===== config.mk =====
export PLATFORM = sky130hd
export DESIGN_NAME = sort_feeder
export DESIGN_NICKNAME = d
export VERILOG_FILES = /design/src/rtl/sort_pkg.sv /design/src/rtl/sync_fifo.sv /design/src/rtl/sort_feeder.sv
export SDC_FILE = /design/constraint.sdc
export NUM_CORES = 1
export LEC_CHECK = 0
export ABC_AREA = 1
export BUFFER_PORTS_ARGS = -buffer_cell sky130_fd_sc_hd__buf_2
export CORE_MARGIN = 4
export CORE_UTILIZATION = 29
export CTS_BUF_LIST = sky130_fd_sc_hd__clkbuf_4
export DETAILED_ROUTE_END_ITERATION = 6
export PLACE_DENSITY = 0.5
export SETUP_SLACK_MARGIN = 0.5
export SLEW_MARGIN = 10
export SYNTH_ARGS = -nofsm -noshare
export SYNTH_HDL_FRONTEND = slang
export SYNTH_SLANG_ARGS = --single-unit

===== constraint.sdc =====
create_clock -name clk -period 3.6 [get_ports clk]
set_input_delay 0.72 -clock clk [delete_from_list [all_inputs] [get_ports clk]]
set_output_delay 0.72 -clock clk [all_outputs]
set_load 0.01 [all_outputs]

===== src/rtl/sort_pkg.sv =====
// Types and sizes shared between the sort feeder and the sorter array.
package sort_pkg;

    localparam int SORT_DATA_W  = 32;
    localparam int SORT_JOB_LEN = 10;

    typedef enum logic [1:0] {
        IDLE,
        LOAD,
        DRAIN,
        DONE
    } feed_state_t;

endpackage


===== src/rtl/sync_fifo.sv =====
// Small synchronous FIFO with registered read data and a flush.
module sync_fifo #(
    parameter int DATA_W     = 32,
    parameter int FIFO_DEPTH = 4
) (
    input  logic              clk,
    input  logic              rst,
    input  logic              push,
    input  logic              pop,
    input  logic              flush,
    input  logic [DATA_W-1:0] wdata,
    output logic [DATA_W-1:0] rdata,
    output logic              full,
    output logic              empty
);

    localparam int AW = $clog2(FIFO_DEPTH);
    localparam int CW = $clog2(FIFO_DEPTH + 1);

    logic [DATA_W-1:0] mem [FIFO_DEPTH];
    logic [AW-1:0]     wptr;
    logic [AW-1:0]     rptr;
    logic [CW-1:0]     count;

    assign full  = count == CW'(FIFO_DEPTH);
    assign empty = count == '0;

    always_ff @(posedge clk) begin
        if (push && !flush) begin
            mem[wptr] <= wdata;
        end
    end

    // Depth is a power of two, so the pointers wrap on overflow.
    always_ff @(posedge clk) begin
        if (rst || flush) begin
            wptr  <= '0;
            rptr  <= '0;
            count <= '0;
        end else begin
            if (push) wptr <= wptr + 1'b1;
            if (pop)  rptr <= rptr + 1'b1;
            case ({push, pop})
                2'b10:   count <= count + 1'b1;
                2'b01:   count <= count - 1'b1;
                default: count <= count;
            endcase
        end
    end

    always_ff @(posedge clk) begin
        if (rst) begin
            rdata <= '0;
        end else if (pop && !flush) begin
            rdata <= mem[rptr];
        end
    end

    always_ff @(posedge clk) begin
        if (!rst && !flush) begin
            assert (!(push && full));
            assert (!(pop && empty));
        end
    end

endmodule


===== src/rtl/sort_feeder.sv =====
// Buffers the upstream word stream and issues one job of JOB_LEN
// words to the sorter, then holds func_sel through the drain window.
module sort_feeder
    import sort_pkg::*;
#(
    parameter int DATA_W       = SORT_DATA_W,
    parameter int JOB_LEN      = SORT_JOB_LEN,
    parameter int FIFO_DEPTH   = 4,
    parameter int DRAIN_CYCLES = 12
) (
    input  logic                         clk,
    input  logic                         rst,
    input  logic                         start,
    input  logic                         abort,
    input  logic [DATA_W-1:0]            in_data,
    input  logic                         in_valid,
    output logic                         in_ready,
    input  logic                         acc_hold,
    output logic [DATA_W-1:0]            acc_data_o,
    output logic                         acc_data_valid,
    output logic                         func_sel,
    output logic                         busy,
    output logic                         done,
    output logic [$clog2(JOB_LEN+1)-1:0] issued_cnt
);

    localparam int CNT_W = $clog2(JOB_LEN + 1);
    localparam int DRN_W = $clog2(DRAIN_CYCLES + 1);

    localparam logic [CNT_W-1:0] LAST_WORD = CNT_W'(JOB_LEN);
    localparam logic [DRN_W-1:0] LAST_DRN  = DRN_W'(DRAIN_CYCLES - 1);

    feed_state_t      state_q;
    feed_state_t      state_d;
    logic [CNT_W-1:0] accepted_cnt;
    logic [DRN_W-1:0] drain_cnt;
    logic             fifo_full;
    logic             fifo_empty;
    logic             push;
    logic             pop;
    logic             kill;
    logic             job_on;

    assign kill = abort && (state_q != IDLE);

    assign in_ready = (state_q == LOAD) && !fifo_full
                    && (accepted_cnt < LAST_WORD);

    assign push = in_valid && in_ready && !kill;

    assign pop = (state_q == LOAD) && !fifo_empty && !acc_hold
               && (issued_cnt < LAST_WORD) && !kill;

    sync_fifo #(
        .DATA_W     (DATA_W),
        .FIFO_DEPTH (FIFO_DEPTH)
    ) u_fifo (
        .clk   (clk),
        .rst   (rst),
        .push  (push),
        .pop   (pop),
        .flush (kill),
        .wdata (in_data),
        .rdata (acc_data_o),
        .full  (fifo_full),
        .empty (fifo_empty)
    );

    always_comb begin
        state_d = state_q;
        unique case (state_q)
            IDLE:    if (start) state_d = LOAD;
            LOAD:    if (issued_cnt == LAST_WORD) state_d = DRAIN;
            DRAIN:   if (drain_cnt == LAST_DRN) state_d = DONE;
            DONE:    state_d = IDLE;
            default: state_d = IDLE;
        endcase
        if (kill) state_d = IDLE;
    end

    assign job_on = (state_d == LOAD) || (state_d == DRAIN);

    // Status outputs are registered from the next state so they
    // line up with acc_data_valid.
    always_ff @(posedge clk) begin
        if (rst) begin
            state_q        <= IDLE;
            accepted_cnt   <= '0;
            issued_cnt     <= '0;
            drain_cnt      <= '0;
            acc_data_valid <= 1'b0;
            func_sel       <= 1'b0;
            busy           <= 1'b0;
            done           <= 1'b0;
        end else begin
            state_q        <= state_d;
            acc_data_valid <= pop;
            func_sel       <= job_on;
            busy           <= job_on;
            done           <= state_d == DONE;
            if (kill || (state_q == IDLE && start)) begin
                accepted_cnt <= '0;
                issued_cnt   <= '0;
            end else begin
                if (push) accepted_cnt <= accepted_cnt + 1'b1;
                if (pop)  issued_cnt   <= issued_cnt + 1'b1;
            end
            if (state_q == DRAIN && state_d == DRAIN) begin
                drain_cnt <= drain_cnt + 1'b1;
            end else begin
                drain_cnt <= '0;
            end
        end
    end

endmodule


==> impl_metrics.yaml, run 1 <==
yosys:
  synth_top_area_cell: "edfxtp_1"
  syn_avg_cell_area_um2: 10.2
  yosysMostFrequentCell: "nor2_1"
  netlist.area_leader.share: 0.525
  seq_area_frac_synth: 0.679
  synth.distinct_cells: 24
  synthTopCellsByCount: "nor2_1, edfxtp_1, o21ai_0"
  synth-edff-count: 128
  synthTopCellsByArea: "edfxtp_1, dfxtp_1, nor2_1, o21ai_0, nand2_1"
  synth_warnings: 0
  synth_cells: 720
  syn_area_mm2: 0.00732
  synthesis.nets: 770
  synth_flop_cell: "edfxtp_1"
  synth-seq-cells: 184
  async_reset_ff_frac: 0
pwr:
  power.leakage_uw: 0.00335
  power.density_mw_per_mm2: 442
  ir_worst_vdd_uv: 181
timing:
  hold_ws_ns: 0.363
  setup_viol: 0
  fin_setup_tns_ns: 0
  finalHoldViolations: 0
  max_freq_ghz: 0.395
  finalClockSkew_ns: 0.0222
  drv_slew: 0
  relSlewSlack: 0.268
  tightest_slew_ns: 1.10
  fin_crit_sh: 0.702
  rsz0062_at_grt: "false"
  period_needed_ns: 2.53
min_path:
  min_to: "state_q[1]"
  hold_path.class: "in -> reg"
  min_path_cells: 2
  hp-start: "abort"
clock_network:
  clock_latency_ns: 0.55
  path_clk_slew_ns: 0.14
  cts_tree: "built"
  h-tree-depth: 4
  cts_hold_buf: 0
  clockBufferDepth: 2
  root_buffer: "clkbuf_4"
  clkSinkCount: 184
  cts_made_buffers: 17
  post_cts_buffers: 0
  cts_resized: 0
critical_path:
  crit_chain: "o21ai_1 > nand3_2 > inv_1 > ha_1 > inv_1 > fa_1 > a21oi_1 > o21ai_0 > o21ai_0 > a21oi_1"
  path_buf_inv: 2
  crit_path_max_fanout: 12
  regToRegSetupSlack_ns: 1.07
  start_kind: "flop"
  slowest_stage: "o21ai_1"
  cp_data_required_time_ns: 4.03
  crit_arrival_ns: 2.96
  r2r.worst_path.cells: 10
  path_delay_family: "compound AO/OA/AOI/OAI gates"
  end_kind: "flop"
  r2r-end: "u_fifo.count[2]"
  path_class: "reg -> reg"
  reg2reg_from: "state_q[1]"
  slowest_delay_ns: 0.73
floorplan:
  start_util: 0.297
  ios: 79
  coreArea_mm2: 0.0246
  die_area_mm2: 0.0278
  row_count: 57
  chipHeight_um: 167
  die_width_um: 167
routing:
  firstDrtPassIters: 4
  routed_wl_um: 16200
  num_vias: 4892
  viasPerCell: 4.31
  drc: 0
  drtIter0Drc: 335
  wl_per_cell_um: 14.3
  ant_nets: 0
place:
  portBuffers: 78
  gp_congestion: 0.730
  dp_hpwl_um: 9970
final_layout:
  area_delta_synth_final_pct: 15.7
  final.fill_count: 2547
  regArea_mm2: 0.00497
  nNetsFinal: 847
  drive_gt1_frac: 0.164
  utilization: 0.344
  multiInputGateArea_mm2: 0.00198
grt:
  overflow: 0
  grt_start_max_net_pins: 67
  grt_usage: 0.119
  grt.met2_usage: 0.188
  use_met3: 0.0358
  grt_pass1_vias: 4798
  grt_pass1_wl_um: 26200
  use_met1: 0.160
  antenna_found_initial: 5
  top_usage_layer: "met2"
run:
  cap_viol_max_count: 0
outcome:
  status: "finished, final reports clean"
## through the flow
step	std cells	setup WS (ns)	area, µm²	power, µW
4_1_cts	1133	1.11	8460	3800
2_1_floorplan	720	0.517	7320	2450
3_5_place_dp	1102	0.865	8140	2530
6_report	1135	1.07	8460	3740
3_3_place_gp	1102	0.873	8140	2530
5_1_grt	1134	0.845	8460	3920
## cell usage in the layout, fill, tap and decap left out
master	n
a21oi_1	16
buf_12	3
buf_2	78
buf_4	10
bufinv_16	4
clkbuf_4	19
clkinv_1	2
clkinv_2	1
clkinv_4	2
clkinvlp_4	3
dfxtp_1	54
dfxtp_2	2
diode_2	2
edfxtp_1	128
fa_1	1
ha_1	11
inv_1	66
inv_2	2
inv_6	1
nand2_1	90
nand3_1	7
nand3_2	1
nand3b_1	1
nand4_1	6
nor2_1	186
nor2_4	6
nor3_1	4
o21ai_0	99
o21ai_1	4
or2_2	1
xor2_1	1
## routing by layer
layer  wire length, µm  up-vias
met5                34        -
met4               161        6
met3               776       14
met2              7420       82
met1              7840     2278
li1                  -     2512
## flip-flops by register name (all words and copies together), names as in the netlist, 2 cells and up
register      count
state_q           2
drain_cnt         4
u_fifo.count      3
u_fifo.wptr       2
u_fifo.rdata     32
u_fifo.mem      128
accepted_cnt      4
u_fifo.rptr       2
issued_cnt        4
## cells by family after synthesis
family                     after synthesis  share of synthesized area
and+or+nand+nor                        302                      0.163
DFF                                    184                      0.679
AOI/OAI and AO/OA                      119                     0.0814
buffers and inverters                  102                     0.0547
adders and majority gates               12                     0.0215
xor gates and xnor gates                 1                    0.00120
## power breakdown
part / total, µW / switching (µW) / internal [µW]
clock network: 1260 / 695 / 564
registers: 2300 / 12.4 / 2290
logic: 175 / 118 / 57.9
## worst max path at each step
| stage | startpoint | end | slack [ns] | cells after the start |
|---|---|---|---|---|
| floorplan | abort | u_fifo.mem[0][0] | 0.52 | 4 |
| global placement | abort | u_fifo.count[2] | 0.87 | 11 |
| detailed placement | abort | u_fifo.count[2] | 0.86 | 11 |
| CTS | state_q[1] | u_fifo.count[2] | 1.11 | 10 |
| global route | state_q[1] | u_fifo.count[2] | 0.85 | 10 |
| finish | state_q[1] | u_fifo.count[2] | 1.07 | 10 |
## cell type report
type | count | share of cell area
Antenna cell | 2 | 0.000591
Clock buffer | 19 | 0.0169
Clock inverter | 12 | 0.0210
Inverter | 69 | 0.0306
Multi-Input combinational cell | 434 | 0.234
Sequential cell | 184 | 0.587
Tap cell | 324 | 0.0479
Timing Repair Buffer | 91 | 0.0621
No activity file was read; power rests on OpenSTA's default activity.
==> inputs of run 2 (changes only) <==
==> constraint.sdc (replaced) <==
create_clock -name clk -period 2.55 [get_ports clk]
set_input_delay 0.51 -clock clk [delete_from_list [all_inputs] [get_ports clk]]
set_output_delay 0.51 -clock clk [all_outputs]
set_load 0.01 [all_outputs]
==> run 2 against run 1 <==
Against the previous run:
- setup slack worse by 0.51 ns
- combinational power is 54% higher
- sequential share of layout area is 0.64 points lower
- global-route usage is 0.21 points lower
- clock skew is 0.011 ns higher
- die area stayed put
- power is 37% higher
- register-to-register slack worse by 0.49 ns
- clock power is 26% higher
- via count is 0.80% higher
- first-iteration DRC count is 0.60% lower
- sequential cell count stayed put
- critical endpoint is now in_ready
- largest cell class unchanged
==> impl_metrics.yaml, run 2 (same netlist as run 1, synthesis figures left out) <==
final_layout:
  layout_common_cells: "nor2_1, edfxtp_1, o21ai_0"
  drive_gt1_frac: 0.191
  antenna_cells: 0
  largest_register: "u_fifo.mem"
  reg.largest.list: "u_fifo.mem: 128 flops, u_fifo.rdata: 32 flops"
  largest_reg_flops: 128
  nNetsFinal: 858
  area_delta_synth_final_pct: 17.1
  final_common_cell: "nor2_1"
critical_path:
  r2r.worst_path.cells: 12
  path_class: "reg -> out"
  regToRegSetupSlack_ns: 0.58
  crit_path_frequent_cell: "nor2_4"
  crit_arrival_ns: 1.48
  slowest_delay_ns: 0.40
  r2r-end: "u_fifo.count[2]"
  slowest_stage: "dfxtp_4"
  end_kind: "primary output"
  crit_path_max_fanout: 4
  start_kind: "flop"
  cp_data_required_time_ns: 2.04
  path_buf_inv: 1
  reg2reg_from: "state_q[1]"
  crit_chain: "nor2_4 > nand2_2 > nor2_4 > buf_6"
  path_delay_family: "flip-flops"
floorplan:
  die_area_mm2: 0.0278
  chipHeight_um: 167
  ios: 79
  row_count: 57
  coreArea_mm2: 0.0246
  die_width_um: 167
  start_util: 0.297
grt:
  grt_usage: 0.117
  grt_pass1_vias: 4735
  antenna_found_initial: 4
  grt_pass1_wl_um: 25700
  overflow: 0
  grt_start_max_net_pins: 67
timing:
  fin_crit_sh: 0.781
  rsz0062_at_grt: "true"
  finalClockSkew_ns: 0.0329
  max_freq_ghz: 0.502
  setup_viol: 0
  fin_setup_tns_ns: 0
  drv_slew: 0
  tightest_slew_ns: 0.712
  setup_slack_ns: 0.558
  relSlewSlack: 0.525
  period_needed_ns: 1.99
  finalHoldViolations: 0
clock_network:
  root_buffer: "clkbuf_4"
  clockBufferDepth: 2
  cts_made_buffers: 17
  path_clk_slew_ns: 0.17
  clock_latency_ns: 0.58
  cts_hold_buf: 0
  cts_tree: "built"
  clkSinkCount: 184
  h-tree-depth: 4
routing:
  wl_per_cell_um: 14.0
  ant_nets: 0
  drtIter0Drc: 333
  viasPerCell: 4.31
  num_vias: 4931
  firstDrtPassIters: 4
  routed_wl_um: 16000
  drc: 0
min_path:
  min_to: "busy"
  min_path_cells: 2
  hp-start: "rst"
  hold_path.class: "in -> reg"
pwr:
  p_total_uw: 5110
  ir_worst_vdd_uv: 236
  power.density_mw_per_mm2: 596
  power.leakage_uw: 0.00342
place:
  post-place-ws_ns: 0.360
  dp_hpwl_um: 9650
  gp_congestion: 0.735
  portBuffers: 78
run:
  cap_viol_max_count: 0
outcome:
  status: "finished, final reports clean"
-- run 2: cell type report --
type / instances / area (µm²)
clock buffer: 17 / 128
clock inverter: 15 / 155
fill: 2519 / 16000
inverter: 69 / 259
multi-input combinational: 434 / 2030
sequential: 184 / 4970
tap: 324 / 405
timing repair buffer: 102 / 614
-- run 2: worst max path at each step --
stage,startpoint,end,slack (ns),cells past startpoint
after global placement,abort,u_fifo.count[1],0.37,9
after global routing,state_q[1],u_fifo.count[1],0.41,11
after floorplan,acc_hold,u_fifo.count[1],0.50,12
after CTS,state_q[0],in_ready,0.47,5
after detailed placement,abort,u_fifo.count[1],0.36,9
final,state_q[1],in_ready,0.56,4
-- run 2: stage by stage --
stage	cell area, µm²	cells	hold WS, ns	util
floorplan	7380	720	0.418	-
global placement	8170	1105	0.433	0.332
detailed placement	8170	1105	0.442	0.332
CTS	8490	1139	0.0369	0.345
global route	8570	1145	0.0433	0.348
finish	8570	1145	0.108	0.348
-- run 2: routing by layer --
metal | vias to the layer above | global-route usage | part of all wire | wire length (µm)
li1 | 2537 | - | - | -
met5 | - | 0 | 0.0030 | 48
met4 | 8 | 0.0245 | 0.0076 | 122
met3 | 16 | 0.0410 | 0.050 | 797
met1 | 2294 | 0.155 | 0.49 | 7850
met2 | 76 | 0.186 | 0.45 | 7210
-- run 2: power breakdown --
group	leakage (µW)	switching [µW]	internal (µW)
logic	0.00165	173	96.9
clock network	0.000158	1130	454
registers	0.00161	15.6	3240
total	0.00342	1320	3790
-- run 2: what timing repair did --
action                     4_1_cts  5_1_grt
setup endpoints to repair       10        8
setup buffers                    2        6
hold endpoints to repair         0        0
gates resized for setup          7        8
pin swaps                        3        4
==> inputs of run 3 (changes only) <==
--- a/config.mk
+++ b/config.mk
@@ -11,7 +11,7 @@
 export CORE_UTILIZATION = 29
 export CTS_BUF_LIST = sky130_fd_sc_hd__clkbuf_4
 export DETAILED_ROUTE_END_ITERATION = 6
-export PLACE_DENSITY = 0.5
+export PLACE_DENSITY = 0.52
 export SETUP_SLACK_MARGIN = 0.5
 export SLEW_MARGIN = 10
 export SYNTH_ARGS = -nofsm -noshare
==> constraint.sdc (replaced) <==
create_clock -name clk -period 1.7 [get_ports clk]
set_input_delay 0.34 -clock clk [delete_from_list [all_inputs] [get_ports clk]]
set_output_delay 0.34 -clock clk [all_outputs]
set_load 0.01 [all_outputs]
==> run 3 against run 2 <==
Against the previous run:
- the flow now finishes with violations (setup timing)
- sequential share of layout area decreased by 11 points
- via count up 11%
- critical path depth rose by 12
- first-iteration DRC count fell by 33%
- setup slack worse by 0.75 ns
- non-clock buffer count increased by 111
- core utilization rose by 8.8 points
- global-route usage up 1.8 points
==> impl_metrics.yaml, run 3 (same netlist as run 1, synthesis figures left out) <==
critical_path:
  r2r-end: "u_fifo.rptr[0]"
  crit_arrival_ns: 2.38
  cp_data_required_time_ns: 2.18
  worstSetupStartpoint: "state_q[0]"
  regToRegSetupSlack_ns: -0.20
  path_class: "reg -> reg"
  reg2reg_from: "state_q[0]"
  crit_path_max_fanout: 4
  end_kind: "flop"
  r2r.worst_path.cells: 16
  start_kind: "flop"
  endpoint: "u_fifo.rptr[0]"
floorplan:
  die_area_mm2: 0.0278
  coreArea_mm2: 0.0246
  start_util: 0.297
  row_count: 57
  die_width_um: 167
  chipHeight_um: 167
  ios: 79
routing:
  wl_per_cell_um: 15.6
  routed_wl_um: 19600
  ant_nets: 0
  firstDrtPassIters: 4
  drc: 0
  drtIter0Drc: 223
  num_vias: 5491
  viasPerCell: 4.37
clock_network:
  clkSinkCount: 184
  cts_made_buffers: 17
  h-tree-depth: 4
  clock_latency_ns: 0.57
  clockBufferDepth: 2
  path_clk_slew_ns: 0.17
  root_buffer: "clkbuf_4"
  cts_tree: "built"
place:
  portBuffers: 78
  post-place-ws_ns: -0.195
  dp_cells: 1129
  gp_congestion: 0.697
  dp_hpwl_um: 10300
final_layout:
  drive_gt1_frac: 0.367
  nNetsFinal: 969
  final_common_cell: "nor2_1"
  largest_reg_flops: 128
  final.fill_count: 2317
  reg.largest.list: "u_fifo.mem: 128 flops, u_fifo.rdata: 32 flops"
  stdcell_count: 1256
  antenna_cells: 0
  multiInputGateArea_mm2: 0.00233
  regArea_mm2: 0.00502
  area_delta_synth_final_pct: 46.6
  layout_common_cells: "nor2_1, edfxtp_1, o21ai_0"
  largest_register: "u_fifo.mem"
timing:
  max_freq_ghz: 0.527
  finalHoldViolations: 0
  relSlewSlack: 0.667
  tightest_slew_ns: 0.494
  rsz0062_at_grt: "true"
  setup_slack_ns: -0.197
  setup_viol: 166
  fin_crit_sh: 1.12
  drv_slew: 0
  period_needed_ns: 1.90
  finalClockSkew_ns: 0.0278
grt:
  antenna_found_initial: 1
  grt_pass1_vias: 5278
  overflow: 0
  grt_pass1_wl_um: 29500
  grt_usage: 0.135
  grt_start_max_net_pins: 47
outcome:
  status: "complete, but fails checks"
  violations: "setup timing"
pwr:
  power.density_mw_per_mm2: 735
  ir_worst_vdd_uv: 325
  power.leakage_uw: 0.00420
min_path:
  hold_path.class: "in -> reg"
run:
  cap_viol_max_count: 0
==> run 3: cell count changes in the layout (fill, tap and decap cells not counted), moves of 16 or more <==
cell,before,now
buf_2,77,39
nor2_2,0,19
dfxtp_1,51,12
dlygate4sd3_1,0,34
buf_6,1,60
dfxtp_2,4,42
nor2_1,185,151
buf_4,21,37
==> run 3: layout make-up <==
| type | instances | share of cell area |
|---|---|---|
| Sequential cell | 184 | 0.468 |
| Clock inverter | 15 | 0.0119 |
| Tap cell | 324 | 0.0378 |
| Inverter | 69 | 0.0248 |
| Timing Repair Buffer | 213 | 0.228 |
| Multi-Input combinational cell | 434 | 0.217 |
| Clock buffer | 17 | 0.0119 |
==> run 3: metrics by stage <==
step                utilization  setup TNS (ns)  total power, µW  area [µm²]  hold WS [ns]
global placement          0.343          -14.24             5410        8430         0.438
finish                    0.436          -14.26             7890       10700        0.0829
floorplan                     -          -24.01             5200        7400         0.407
CTS                       0.417           -7.99             7900       10300        0.0250
detailed placement        0.343          -19.05             5420        8430         0.438
global route              0.436          -25.70             8240       10700        0.0420
==> run 3: per-layer routing <==
layer / up-vias / GRT usage / wire length, µm / share of wire
met5: - / 0 / 7 / 0.00036
met4: 2 / 0.0331 / 204 / 0.010
met3: 11 / 0.0296 / 772 / 0.039
met2: 104 / 0.215 / 9440 / 0.48
met1: 2590 / 0.188 / 9140 / 0.47
li1: 2784 / - / - / -
==> run 3: critical path, stage by stage, from the launching register on <==
cell,delay [ns]
dfxtp_4,0.38
inv_2,0.04
nor2_4,0.11
nand2_2,0.08
nor2_4,0.12
buf_4,0.12
buf_6,0.08
buf_6,0.08
buf_6,0.08
buf_6,0.08
buf_6,0.07
buf_4,0.09
buf_6,0.11
nand2_4,0.07
nand2_1,0.06
inv_1,0.05
nor3_2,0.17
==> run 3: worst min path at each step <==
stage,start,to,slack [ns],depth (start not counted)
6_report,in_valid,accepted_cnt[0],0.08,3
5_1_grt,in_valid,accepted_cnt[0],0.04,3
4_1_cts,in_valid,accepted_cnt[0],0.03,3
3_5_place_dp,drain_cnt[0],drain_cnt[0],0.44,1
3_3_place_gp,drain_cnt[0],drain_cnt[0],0.44,1
2_1_floorplan,rst,busy,0.41,1
==> run 3: repair_timing <==
| action | in CTS | in global routing |
|---|---|---|
| hold buffers | 34 | 0 |
| gates cloned | 14 | 6 |
| pin swaps | 21 | 22 |
| endpoints found under the setup margin | 224 | 224 |
| setup buffers | 20 | 21 |
| endpoints found under the hold margin | 131 | 0 |
| gates resized for setup | 194 | 47 |
==> run 3: report_power, final <==
group,internal [µW],switching [µW]
Sequential,4850,27.7
Combinational,352,360
Clock,638,1650
Total,5840,2040
